**config.mk**
```make
export PLATFORM = sky130hd
export DESIGN_NAME = pc_ras_unit
export DESIGN_NICKNAME = d
export VERILOG_FILES = /design/src/rtl/pc_ras_unit.sv
export SDC_FILE = /design/constraint.sdc
export NUM_CORES = 1
export LEC_CHECK = 0
export CORE_MARGIN = 5
export CORE_UTILIZATION = 58
export DETAILED_ROUTE_END_ITERATION = 10
export PLACE_DENSITY = 0.86
export SLEW_MARGIN = 20
export SYNTH_ARGS = -nofsm -noshare
export SYNTH_HDL_FRONTEND = slang
export SYNTH_SLANG_ARGS = --single-unit
```
**constraint.sdc**
```tcl
create_clock -name clk -period 9.3 [get_ports clk]
set_input_delay 1.395 -clock clk [delete_from_list [all_inputs] [get_ports clk]]
set_output_delay 1.395 -clock clk [all_outputs]
set_load 0.02 [all_outputs]
```
**src/rtl/pc_ras_unit.sv**
```systemverilog
// rtl/pc_ras_unit.sv - fetch-stage program counter with return-address stack
module pc_ras_unit #(
    parameter int              AW         = 32,
    parameter int              STEP       = 4,
    parameter logic [AW-1:0]   RESET_ADDR = '0,
    parameter int              RAS_DEPTH  = 4
) (
    input  logic                           clk,
    input  logic                           rst,
    input  logic                           hit,
    input  logic                           branch_taken,
    input  logic [AW-1:0]                  branch_target,
    input  logic                           jump,
    input  logic [AW-1:0]                  jump_target,
    input  logic                           link,
    input  logic                           ret,
    input  logic [AW-1:0]                  ret_target,
    output logic [AW-1:0]                  curr_instruction_address,
    output logic [$clog2(RAS_DEPTH):0]     ras_count,
    output logic                           ras_empty,
    output logic                           ras_full,
    output logic                           ras_overflow,
    output logic                           ras_underflow
);

    localparam int PW = $clog2(RAS_DEPTH);
    localparam int CW = PW + 1;

    logic [AW-1:0] pc;
    logic [AW-1:0] seq_pc;
    logic [AW-1:0] next_pc;
    logic [AW-1:0] stack [RAS_DEPTH];
    logic [PW-1:0] top;
    logic [PW-1:0] top_m1;
    logic [CW-1:0] count;
    logic          do_push;
    logic          do_pop;
    logic          set_of;
    logic          set_uf;

    // top points at the next slot to write; the most recent entry sits one below it
    assign seq_pc = pc + AW'(STEP);
    assign top_m1 = top - PW'(1);

    // Redirect priority: branch, then return, then jump, else sequential
    always_comb begin
        next_pc = seq_pc;
        do_push = 1'b0;
        do_pop  = 1'b0;
        set_of  = 1'b0;
        set_uf  = 1'b0;
        if (branch_taken) begin
            next_pc = branch_target;
        end else if (ret) begin
            if (count != '0) begin
                next_pc = stack[top_m1];
                do_pop  = 1'b1;
            end else begin
                next_pc = ret_target;
                set_uf  = 1'b1;
            end
        end else if (jump) begin
            next_pc = jump_target;
            if (link) begin
                do_push = 1'b1;
                set_of  = ras_full;
            end
        end
    end

    // All state advances on the falling edge, and only when the I-cache hits
    always_ff @(negedge clk or posedge rst) begin
        if (rst) begin
            pc            <= RESET_ADDR;
            top           <= '0;
            count         <= '0;
            ras_overflow  <= 1'b0;
            ras_underflow <= 1'b0;
            for (int i = 0; i < RAS_DEPTH; i++) begin
                stack[i] <= '0;
            end
        end else if (hit) begin
            pc            <= next_pc;
            ras_overflow  <= ras_overflow | set_of;
            ras_underflow <= ras_underflow | set_uf;
            if (do_push) begin
                // When full, the write lands on the oldest entry and count saturates
                stack[top] <= seq_pc;
                top        <= top + PW'(1);
                if (count != CW'(RAS_DEPTH)) begin
                    count <= count + CW'(1);
                end
            end else if (do_pop) begin
                top   <= top_m1;
                count <= count - CW'(1);
            end
        end
    end

    assign curr_instruction_address = pc;
    assign ras_count                = count;
    assign ras_empty                = (count == '0);
    assign ras_full                 = (count == CW'(RAS_DEPTH));

endmodule

```
# Word-level counts from Yosys, hierarchy flattened
# Index checks and enable logic that the tools add are counted.
# op_classes
magnitude_cmp	3
bitwise_logic	4
n_eq_ne	3
muxes	29
n_reduce_logical	7
add_sub_neg	5
# op_table
operator	n
32-bit two-way mux	7
128-bit bitwise mux	1
32-bit binary-select mux with 2-bit select	1
32-bit demux with 2-bit select	1
32-bit by 3-bit adder with 32-bit output, second input constant	1
1-bit two-way mux	14
3-bit two-way mux	3
3-bit >= comparator, second input constant	2
2-bit NOT with 3-bit output	2
2-bit two-way mux	2
2-bit AND reduction	2
3-bit by 1-bit adder with 3-bit output, second input constant	1
3-bit == test, second input constant	1
3-bit zero test	1
3-bit by 1-bit less-than comparator with 1-bit output, second input constant	1
3-bit != test, second input constant	1
3-bit AND reduction	1
3-bit nonzero test	1
3-bit by 1-bit subtractor with 3-bit output, second input constant	1
2-bit by 1-bit adder with 2-bit output, second input constant	1
2-bit by 1-bit != test with 1-bit output, second input constant	1
1-bit OR	2
2-bit nonzero test	1
2-bit by 1-bit subtractor with 2-bit output, second input constant	1
1-bit logical AND	1
# word_totals
in_bits	103
word_cells	60
out_inout_bits	39
regBits	167

# Depth between registers and ports, before layout
# Gate-level depths: netlist of run 1.
# logic_depth
word_depth	8
ltp_mapped	12
ltp_nobuf	7

==> flow_metrics.tcl, run 1 <==
set metrics [dict create \
    first_global_vias 7714 \
    cts_sinks 167 \
    setup_viol 0 \
    io_pins 142 \
    grtUsageTotal_pct 29.3 \
    synthesis.area_sq_mm 0.00862 \
    grt.overflow.total 0 \
    routed_via_density 6.43 \
    rsz0062_at_grt "false" \
    worst_pin_slew_ps 924 \
    rows 44 \
    setup_tns_ps 0 \
    wl_per_cell_microns 22.1 \
    max-vdd-ir-drop_mv 0.157 \
    die_w_microns 132 \
    coreArea_sq_mm 0.0145 \
    clk_pin_slew_ps 50 \
    ys_async_sr_fraction_pct 100 \
    synth_warnings 0 \
    cp.arrival_ps 3830 \
    p_clk_share_pct 23.8 \
    fp.dieArea_sq_mm 0.0174 \
    outcome "completed" \
    h-tree-depth 4 \
    syn_nets 955 \
    place_inst 1124 \
    final-hold-violation-count 0 \
    cts.path.max_buffers 2 \
    post_cts_buffers 0 \
    combPwrFrac_pct 35.3 \
    firstDrtPassIters 5 \
    clock-root-buffer "clkbuf_16" \
    grt_pass1_wl_microns 41000 \
    cpMaxStageDelayCell "clkdlybuf4s50_1" \
    critPathMaxStageDelay_ps 680 \
    synthToLayoutAreaGrowth_pct 24.8 \
    drtIter0Drc 903 \
    setup_ws_ps 1040 \
    drc 0 \
    clk_latency_ps 400 \
    diodes 0 \
    place_ws_ps 705 \
    cp_cell_sequence "clkdlybuf4s50_1 > nand3b_1 > nor2_1 > nand2_2 > buf_4 > nand2_1 > o21ai_0" \
    cts_tree "yes" \
    p_int_mw 1.89 \
    drive_above_1_share_pct 13.0 \
    ys.flop_type "dfrtn_1" \
    num_vias 7427 \
    ys_seq_area_share_pct 48.5 \
    numCtsBuffers 17 \
    start_util_pct 59.3 \
    portBuffers 141 \
    grt_max_degree 168 \
    cp_num_buf_inv 2 \
    p_leak_nw 4.49 \
    ctsHoldBuffers 0 \
    cts_resized 0 \
    place_congestion 0.809 \
    final_common_cell "dfrtn_1" \
    synth_edf_count 0 \
    hpwl_microns 16500 \
    layout_common_cells "dfrtn_1, nand2_1, clkdlybuf4s50_1, o21ai_0, a21oi_1" \
    ys_ff_latch 167 \
    ys_top_cells_by_area "dfrtn_1, mux4_2, o21ai_0" \
    p_sw_share_pct 35.1 \
    p_per_area_mw_per_mm2 270 \
    n_fill_cell 996 \
    worstSetupPathType "in2reg" \
    power_frac_seq_pct 40.9 \
    slew_viol_final 0 \
    layout.nets 1068 \
    final_antenna_net_count 0 \
    startpoint_type "primary input" \
    cp_max_fo 35 \
    slew_headroom_pct 38.4 \
    syn_inst 846 \
    stdcell_count 1155 \
    switching_power_mw 1.02 \
    fin_worst_skew_ps 9.65 \
    wirelength_microns 25500 \
    required_ps 4870 \
    cp_top_family "simple AND/OR/NAND/NOR gates" \
    holdWs_ps 404 \
    cap_violations 0 \
    antenna_found_initial 0 \
    syn_area_per_cell_sq_um 10.2 \
    crit_path_end_kind "flop" \
    die_h_microns 132 \
    hp-class "reg2reg" \
    ys_types 63 \
    yosysTopAreaCellShare_pct 48.5 \
    yosysTopAreaCell "dfrtn_1" \
]
## through the flow
stage / util, % / power, mW / area (sq um)
2_1_floorplan: - / 1.84 / 8630
3_3_place_gp: 70.0 / 2.14 / 10200
3_5_place_dp: 70.0 / 2.19 / 10200
4_1_cts: 74.0 / 2.90 / 10800
5_1_grt: 74.1 / 3.05 / 10800
6_report: 74.1 / 2.91 / 10800
## kinds of logic (layout without fill, tap and decap cells)
kind of cell / after synthesis / in the layout / share of synthesized area (%)
mux: 49 / 49 / 10.5
buf+inv: 77 / 202 / 3.64
compound gates: 257 / 257 / 18.4
fa+ha+maj: 6 / 6 / 0.958
xor+xnor: 31 / 31 / 3.15
simple gates: 259 / 259 / 14.9
flops: 167 / 167 / 48.5
## Yosys cell counts (4+ instances only)
library cell	n
nor3_1	7
a31oi_1	6
ha_1	5
dfrtn_1	167
o21ai_0	128
nor4_1	4
clkbuf_1	50
nand3_1	13
a21o_1	4
buf_2	13
o2bb2ai_1	4
nand4_1	11
o22ai_1	14
a21oi_1	33
nand2b_1	6
nor2_1	17
a221o_1	12
o21ai_1	7
xor2_1	14
o31ai_1	4
xnor2_1	17
a221oi_1	17
and3_1	8
nor3b_1	4
o221a_2	6
mux2_2	14
nor2_2	4
a211oi_1	4
nand2_1	161
mux4_2	32
inv_1	11
## sequential cells by signal, summed over array words and instances, names as in the netlist
signal                    flops
stack                       128
ras_count                     3
curr_instruction_address     32
ras_overflow                  1
ras_underflow                 1
top                           2
## power groups by stage
stage | Clock (mW) | Combinational (mW) | Sequential [mW]
2_1_floorplan | 0 | 0.678 | 1.16
3_3_place_gp | 0 | 0.973 | 1.17
3_5_place_dp | 0 | 1.01 | 1.18
4_1_cts | 0.694 | 1.03 | 1.18
5_1_grt | 0.727 | 1.12 | 1.21
6_report | 0.692 | 1.03 | 1.19
## final timing paths
kind                                      startpoint                                        to  slack [ps]  cells after the start
max reg2reg                       top[0]$_DFFE_NP0P_  curr_instruction_address[30]$_DFFE_NP0P_        5890                      8
max                                             jump                     stack[78]$_DFFE_NP0P_        1040                      7
min in group asynchronous                        rst                    stack[115]$_DFFE_NP0P_        6110                      3
min reg2reg                ras_underflow$_DFFE_NP0P_                 ras_underflow$_DFFE_NP0P_         400                      1
min                        ras_underflow$_DFFE_NP0P_                 ras_underflow$_DFFE_NP0P_         400                      1
max in group asynchronous                        rst  curr_instruction_address[24]$_DFFE_NP0P_        2460                      3
## routing by layer
| layer | wire (microns) | vias up | global-route usage, % | part of all wire (%) |
|---|---|---|---|---|
| li1 | - | 3332 | - | - |
| met5 | 0 | - | 0 | 0 |
| met2 | 12600 | 352 | 48.3 | 49 |
| met4 | 874 | 0 | 12.2 | 3.4 |
| met1 | 9880 | 3674 | 36.8 | 39 |
| met3 | 2160 | 69 | 7.60 | 8.5 |
## area by class of cell
cell class	instances	area (sq um)	share of cell area [%]
clock inverter	7	67.6	0.628
tap	184	230	2.14
inverter	11	45.0	0.419
sequential	167	4180	38.8
multi-input combinational	602	4150	38.6
clock buffer	24	512	4.75
timing repair buffer	160	1580	14.7
No activity file was read; power rests on OpenSTA's default activity.
==> run 2: changes to the inputs <==
--- a/config.mk
+++ b/config.mk
@@ -7,6 +7,7 @@
 export LEC_CHECK = 0
 export CORE_MARGIN = 5
 export CORE_UTILIZATION = 58
+export CTS_CLUSTER_DIAMETER = 60
 export DETAILED_ROUTE_END_ITERATION = 10
 export PLACE_DENSITY = 0.86
 export SLEW_MARGIN = 20
==> results of run 2 <==
Same layout as run 1: the final DEF is identical, and so are final timing and power.
